--- config.mk ---
export PLATFORM = sky130hd
export DESIGN_NAME = mem_access_unit
export DESIGN_NICKNAME = d
export VERILOG_FILES = /design/src/rtl/mem_access_unit.sv
export SDC_FILE = /design/constraint.sdc
export NUM_CORES = 1
export LEC_CHECK = 0
export CAP_MARGIN = 0
export CELL_PAD_IN_SITES_DETAIL_PLACEMENT = 1
export CELL_PAD_IN_SITES_GLOBAL_PLACEMENT = 2
export CORE_MARGIN = 2
export CORE_UTILIZATION = 26
export DETAILED_ROUTE_END_ITERATION = 8
export PLACE_DENSITY = 0.95
export SETUP_SLACK_MARGIN = 0.1
export SLEW_MARGIN = 20
export SYNTH_ARGS = -nofsm -noshare
export SYNTH_HDL_FRONTEND = slang
export SYNTH_SLANG_ARGS = --single-unit
export TNS_END_PERCENT = 10
--- constraint.sdc ---
create_clock -name clk -period 3.4 [get_ports clk]
set_input_delay 0.68 -clock clk [delete_from_list [all_inputs] [get_ports clk]]
set_output_delay 0.68 -clock clk [all_outputs]
set_load 0.01 [all_outputs]
--- src/rtl/mem_access_unit.sv ---
// mem_access_unit -- MEM stage between EX/MEM and MEM/WB.
// Non-memory instructions pass straight through to writeback one cycle later.
// Loads and stores drive a req/ack data-memory port with byte strobes.
// Read data is extracted from its lane and sign/zero extended.
// An optional ack timeout (WAIT_MAX > 0) aborts a request that never completes.
// Build option: define MEM_MISALIGN_TRAP_EN to report misaligned accesses as
// err_code 01 without touching memory. When it is undefined, the offset is
// truncated to the access alignment and the access proceeds.
module mem_access_unit #(
  parameter int DATA_W     = 32,
  parameter int ADDR_W     = 32,
  parameter int REG_ADDR_W = 5,
  parameter int WAIT_MAX   = 255
) (
  input  logic                  clk,
  input  logic                  rst,
  input  logic                  valid_i,
  input  logic [REG_ADDR_W-1:0] wd_i,
  input  logic                  wreg_i,
  input  logic [DATA_W-1:0]     data_i,
  input  logic                  is_load_i,
  input  logic                  is_store_i,
  input  logic [2:0]            funct3_i,
  input  logic [DATA_W-1:0]     store_data_i,
  output logic                  stall_req_o,
  output logic                  valid_o,
  output logic [REG_ADDR_W-1:0] wd_o,
  output logic                  wreg_o,
  output logic [DATA_W-1:0]     data_o,
  output logic [1:0]            err_code_o,
  output logic                  mem_ce_o,
  output logic                  mem_we_o,
  output logic [ADDR_W-1:0]     mem_addr_o,
  output logic [DATA_W/8-1:0]   mem_sel_o,
  output logic [DATA_W-1:0]     mem_data_o,
  input  logic [DATA_W-1:0]     mem_data_i,
  input  logic                  mem_ack_i
);

  localparam int NB    = DATA_W / 8;
  localparam int OFF_W = $clog2(NB);
  localparam int CNT_W = (WAIT_MAX > 0) ? $clog2(WAIT_MAX + 1) : 1;

  localparam logic [1:0] ERR_NONE     = 2'b00;
  localparam logic [1:0] ERR_MISALIGN = 2'b01;
  localparam logic [1:0] ERR_TIMEOUT  = 2'b10;

  typedef enum logic {IDLE, BUSY} state_t;
  typedef enum logic [1:0] {SZ_B, SZ_H, SZ_W, SZ_D} size_t;

  state_t           state;
  logic [CNT_W-1:0] wait_cnt;

  // Request fields held for the duration of the access
  size_t            req_size;
  logic             req_unsigned;
  logic             req_store;
  logic             req_wreg;
  logic [OFF_W-1:0] req_off;

  // Decode of the instruction currently presented by EX/MEM
  logic             is_mem;
  size_t            in_size;
  logic [ADDR_W-1:0] in_addr;
  logic [OFF_W-1:0] in_off;
  logic [OFF_W-1:0] align_mask;
  logic [OFF_W-1:0] in_off_al;
  logic [NB-1:0]    in_sel;
  logic [DATA_W-1:0] in_wdata;
  logic             trap;
  logic             timeout_hit;
  logic [DATA_W-1:0] ld_shifted;
  logic [DATA_W-1:0] ld_data;

  assign is_mem  = is_load_i | is_store_i;
  assign in_addr = ADDR_W'(data_i);
  assign in_off  = in_addr[OFF_W-1:0];

  // Resolve access size and alignment mask; a doubleword collapses to a word on a 32-bit datapath
  // NOTE: every signal written in always_comb gets a default first so no path can infer a latch.
  always_comb begin
    in_size = size_t'(funct3_i[1:0]);
    if (DATA_W == 32 && in_size == SZ_D) in_size = SZ_W;
    align_mask = '1;
    case (in_size)
      SZ_B: align_mask = '1;
      SZ_H: align_mask = ~OFF_W'(1);
      SZ_W: align_mask = ~OFF_W'(3);
      SZ_D: align_mask = '0;
    endcase
  end

  assign in_off_al = in_off & align_mask;

`ifdef MEM_MISALIGN_TRAP_EN
  logic misaligned;
  assign misaligned = (in_off & ~align_mask) != '0;
  assign trap       = valid_i & is_mem & misaligned;
`else
  assign trap = 1'b0;
`endif

  // Byte strobes for the aligned offset
  always_comb begin
    in_sel = '1;
    case (in_size)
      SZ_B: in_sel = NB'(1)  << in_off_al;
      SZ_H: in_sel = NB'(3)  << in_off_al;
      SZ_W: in_sel = NB'(15) << in_off_al;
      SZ_D: in_sel = '1;
    endcase
  end

  // Replicate the low byte/half/word of rs2 into every lane
  always_comb begin
    in_wdata = store_data_i;
    for (int i = 0; i < NB; i++) begin
      case (in_size)
        SZ_B:    in_wdata[8*i +: 8] = store_data_i[7:0];
        SZ_H:    in_wdata[8*i +: 8] = store_data_i[8*(i%2) +: 8];
        SZ_W:    in_wdata[8*i +: 8] = store_data_i[8*(i%4) +: 8];
        default: in_wdata[8*i +: 8] = store_data_i[8*i +: 8];
      endcase
    end
  end

  // Move the addressed lane down to bit 0, then extend it to full width
  assign ld_shifted = mem_data_i >> {req_off, 3'b000};

  // Sign or zero extension of the selected lane
  always_comb begin
    ld_data = ld_shifted;
    case (req_size)
      SZ_B: if (req_unsigned) ld_data = DATA_W'(ld_shifted[7:0]);
            else              ld_data = DATA_W'($signed(ld_shifted[7:0]));
      SZ_H: if (req_unsigned) ld_data = DATA_W'(ld_shifted[15:0]);
            else              ld_data = DATA_W'($signed(ld_shifted[15:0]));
      SZ_W: if (req_unsigned) ld_data = DATA_W'(ld_shifted[31:0]);
            else              ld_data = DATA_W'($signed(ld_shifted[31:0]));
      SZ_D: ld_data = ld_shifted;
    endcase
  end

  // The abort fires in the WAIT_MAX-th BUSY cycle without ack; an ack in that cycle takes priority
  assign timeout_hit = (WAIT_MAX != 0) && (state == BUSY) && !mem_ack_i &&
                       (wait_cnt == CNT_W'(WAIT_MAX - 1));

  // Upstream holds while a request is being accepted or is outstanding. The completing
  // cycle (ack or abort) releases it so EX/MEM advances and the instruction is not reissued.
  assign stall_req_o = (state == IDLE) ? (valid_i & is_mem & ~trap)
                                       : ~(mem_ack_i | timeout_hit);

  // Stage FSM: accept, issue, wait for ack or timeout, then produce one result pulse
  // NOTE: sequential state uses non-blocking assignments so every register samples pre-edge values.
  always_ff @(posedge clk) begin
    if (rst) begin
      state        <= IDLE;
      wait_cnt     <= '0;
      req_size     <= SZ_B;
      req_unsigned <= 1'b0;
      req_store    <= 1'b0;
      req_wreg     <= 1'b0;
      req_off      <= '0;
      valid_o      <= 1'b0;
      wd_o         <= '0;
      wreg_o       <= 1'b0;
      data_o       <= '0;
      err_code_o   <= ERR_NONE;
      mem_ce_o     <= 1'b0;
      mem_we_o     <= 1'b0;
      mem_addr_o   <= '0;
      mem_sel_o    <= '0;
      mem_data_o   <= '0;
    end else begin
      valid_o <= 1'b0;
      case (state)
        IDLE: begin
          if (valid_i) begin
            if (!is_mem) begin
              valid_o    <= 1'b1;
              wd_o       <= wd_i;
              wreg_o     <= wreg_i;
              data_o     <= data_i;
              err_code_o <= ERR_NONE;
            end else if (trap) begin
              valid_o    <= 1'b1;
              wd_o       <= wd_i;
              wreg_o     <= 1'b0;
              data_o     <= '0;
              err_code_o <= ERR_MISALIGN;
            end else begin
              state        <= BUSY;
              wait_cnt     <= '0;
              req_size     <= in_size;
              req_unsigned <= funct3_i[2];
              req_store    <= is_store_i;
              req_wreg     <= wreg_i;
              req_off      <= in_off_al;
              wd_o         <= wd_i;
              mem_ce_o     <= 1'b1;
              mem_we_o     <= is_store_i;
              mem_addr_o   <= {in_addr[ADDR_W-1:OFF_W], {OFF_W{1'b0}}};
              mem_sel_o    <= in_sel;
              mem_data_o   <= in_wdata;
            end
          end
        end
        BUSY: begin
          if (mem_ack_i) begin
            state      <= IDLE;
            mem_ce_o   <= 1'b0;
            mem_we_o   <= 1'b0;
            valid_o    <= 1'b1;
            err_code_o <= ERR_NONE;
            wreg_o     <= req_store ? 1'b0 : req_wreg;
            data_o     <= req_store ? '0 : ld_data;
          end else if (timeout_hit) begin
            state      <= IDLE;
            mem_ce_o   <= 1'b0;
            mem_we_o   <= 1'b0;
            valid_o    <= 1'b1;
            err_code_o <= ERR_TIMEOUT;
            wreg_o     <= 1'b0;
            data_o     <= '0;
          end else if (WAIT_MAX != 0) begin
            wait_cnt <= wait_cnt + 1'b1;
          end
        end
        default: state <= IDLE;
      endcase
    end
  end

endmodule

==> impl_metrics.py <==
metrics = {
    "logic_synthesis": {
        "syn_inst": 706,
        "synth_seq_cells": 124,
        "syn_area_um2": 5650,
        "synth_cell_types": 42,
        "synth_area_per_cell_um2": 8.003,
        "async_reset_ff_share_pct": 0,
        "synth_ff_type": "dfxtp_1",
        "synth_edf_count": 0,
        "yosysSeqAreaShare_pct": 43.93,
        "yosysWarnings": 0,
    },
    "worst_setup_path": {
        "crit_path_end_kind": "output port",
        "crit_fanout": 5,
        "critPathRequiredTime_ns": 2.72,
        "r2r_cells": 5,
        "path_class": "primary input to output port",
        "cp-start-kind": "primary input",
        "arrival_ns": 2.37,
    },
    "grt": {
        "grt_pass1_wl_um": 33180,
        "grt_antenna_before_repair": 0,
        "grt_pass1_vias": 6017,
        "grt.total_usage_pct": 18.98,
        "grt-ovfl-total": 0,
        "grt_max_degree": 90,
    },
    "min_path": {
        "whs_path_depth": 2,
        "hp-class": "flop to flop",
    },
    "routing": {
        "wire_per_inst_um": 18.38,
        "met1_length_um": 9541,
        "vias_per_cell": 4.899,
        "drcViolationCount": 0,
        "wl_met2_um": 10020,
        "maxUsedRoutingLayer": "met4",
        "drt_first_pass_iters": 4,
        "drtIter0Drc": 192,
        "wl_met3_um": 1759,
        "vias": 5801,
        "totalWireLength_um": 21760,
        "ant_nets": 0,
    },
    "timing": {
        "tns_ns": 0,
        "tightestPinTransition_ns": 0.9687,
        "finalHoldViolations": 0,
        "finalSetupViolCount": 0,
        "slew-limit-headroom_pct": 35.42,
        "worst_slack_ns": 0.3476,
        "max_freq_mhz": 327.6,
        "min_period_ns": 3.052,
        "rsz0062_at_grt": "no",
        "clock-skew-final_ns": 0.009960,
        "finalCritPeriodShare_pct": 89.78,
        "drv_slew": 0,
    },
    "finish": {
        "fin_nets": 1012,
        "diodes": 0,
        "drive_gt1_share_pct": 5.611,
        "areaGrowthSynthToFinish_pct": 53.54,
        "final_cell_area_um2": 8676,
    },
    "pwr": {
        "p_int_mw": 3.174,
        "p_clk_share_pct": 43.2,
        "power.density_nw_per_um2": 496.7,
        "switchingPower_mw": 1.135,
        "irDropWorstVdd_v": 0.0003298,
        "leakage_nw": 3.108,
        "combPwrFrac_pct": 19.2,
        "p_sw_share_pct": 26.35,
        "pwr-share-seq_pct": 37.6,
    },
    "clock_tree": {
        "post-cts-setup-buffers": 0,
        "cts_tree": "done",
        "cts_buffer_depth": 2,
        "clock-sinks": 124,
        "cts_buffers": 17,
        "hold_buffers": 0,
        "cts-htree-levels": 4,
        "cts-resized-gates": 0,
        "cts.clk_slew.worst_paths_ns": 0.05,
        "clkLatencyLatePin_ns": 0.41,
        "root_buffer": "clkbuf_16",
    },
    "floorplanning": {
        "ioPinCount": 223,
        "start_util_pct": 26.71,
        "die_h_um": 151.4,
        "dieArea_um2": 22930,
        "core_region_area_um2": 21150,
        "die_w_um": 151.4,
        "rows": 53,
    },
    "placement": {
        "dpl_worst_slack_ns": 0.3589,
        "dp_hpwl_um": 15820,
        "gp_congestion": 0.8168,
        "io_buffer_count": 219,
        "place_area_um2": 8087,
    },
    "status": {
        "status": "completed",
    },
    "job": {
        "max_cap_violations": 0,
    },
}
[registers in the layout, summed over array words and instances, names as in the netlist, 2 cells and up]
signal,cells
mem_sel_o,4
mem_data_o,32
wait_cnt,8
mem_addr_o,30
req_off,2
req_size,2
data_o,32
wd_o,5
[area by class of cell]
type / count / area [µm²]
Multi-Input combinational cell: 518 / 2900
Clock buffer: 22 / 474.2
Inverter: 5 / 18.77
Clock inverter: 7 / 115.1
Timing Repair Buffer: 233 / 2340
Tap cell: 275 / 344.1
Fill cell: 2489 / 12480
Sequential cell: 124 / 2484
[power groups by stage]
stage | Combinational, mW | Clock, mW | Sequential, mW
detailed placement | 0.836 | 0 | 1.65
global placement | 0.819 | 0 | 1.65
finish | 0.827 | 1.86 | 1.62
floorplan | 0.324 | 0 | 1.69
CTS | 0.840 | 1.91 | 1.62
global route | 0.905 | 1.97 | 1.63
[layer usage]
metal	up-vias	GRT usage, %
met5	-	0
li1	2832	-
met3	27	6.536
met1	2751	22.85
met2	191	31.49
met4	0	6.542
[cells in the final DEF, fill, tap and decap left out, types with 8 or more instances in the layout]
master / Yosys / final
clkdlybuf4s50_1: 0 / 218
a221oi_1: 10 / 10
clkbuf_16: 0 / 17
buf_4: 5 / 12
nand2_1: 135 / 135
nor2_1: 84 / 84
nor3_1: 14 / 14
nor2b_1: 11 / 10
and2_1: 9 / 9
mux2i_1: 37 / 37
dfxtp_1: 124 / 123
a211oi_1: 33 / 33
nand3b_1: 9 / 9
a21oi_1: 75 / 75
a311oi_1: 8 / 8
o21ai_1: 17 / 16
o21ai_0: 19 / 19
[critical path, cell delays in order]
cell             delay (ns)
clkdlybuf4s50_1        0.42
nand2b_1               0.21
a31oi_1                0.34
nor2_1                 0.14
inv_1                  0.07
clkdlybuf4s50_1        0.52
[synthesized netlist by cell type (3+ instances only)]
cell type	instances	area [µm²]
o21ai_0	19	95.09
o211ai_1	7	52.55
nand3b_1	9	67.56
a221oi_1	10	87.58
a32oi_1	7	61.31
and2_1	9	56.30
clkbuf_1	37	138.9
dfxtp_1	124	2482
buf_4	5	37.54
inv_1	4	15.01
buf_2	16	80.08
nor2b_1	11	68.82
a21oi_1	75	375.4
nand2b_1	3	18.77
a211oi_1	33	247.7
nor2_1	84	315.3
mux2i_1	37	370.4
nand3_1	5	25.02
o21ai_1	17	85.08
a211o_1	7	61.31
nand2_1	135	506.7
nor3_1	14	70.07
a311oi_1	8	70.07
xor2_1	5	43.79
nand4_1	3	18.77
[kinds of logic after synthesis]
logic type	after synthesis	share of synthesized area [%]
fa+ha+maj	2	0.4428
other cells	1	0.06637
mux	38	6.953
buf+inv	66	5.204
xor+xnor	6	0.9300
simple gates	277	20.93
compound gates	192	21.55
flops	124	43.93
[stage by stage]
step / instances / hold WS (ns) / power, mW / utilization [%]
after floorplan: 708 / 0.4267 / 2.011 / -
after global placement: 1154 / 0.4411 / 2.466 / 38.10
after detailed placement: 1155 / 0.4499 / 2.487 / 38.23
after CTS: 1184 / 0.4581 / 4.373 / 41.01
after global routing: 1184 / 0.4747 / 4.504 / 41.01
final: 1184 / 0.4549 / 4.309 / 41.01
[final timing paths]
check | start | slack [ns] | endpoint
setup / recovery | mem_ack_i | 0.35 | stall_req_o
hold / removal | mem_data_o[31]$_SDFFE_PP0P_ | 0.45 | mem_data_o[31]$_SDFFE_PP0P_
setup reg to reg | req_off[0]$_SDFFE_PP0P_ | 1.01 | data_o[16]$_SDFFE_PP0P_
hold reg to reg | mem_data_o[31]$_SDFFE_PP0P_ | 0.45 | mem_data_o[31]$_SDFFE_PP0P_
(Power assumes the default switching activity.)
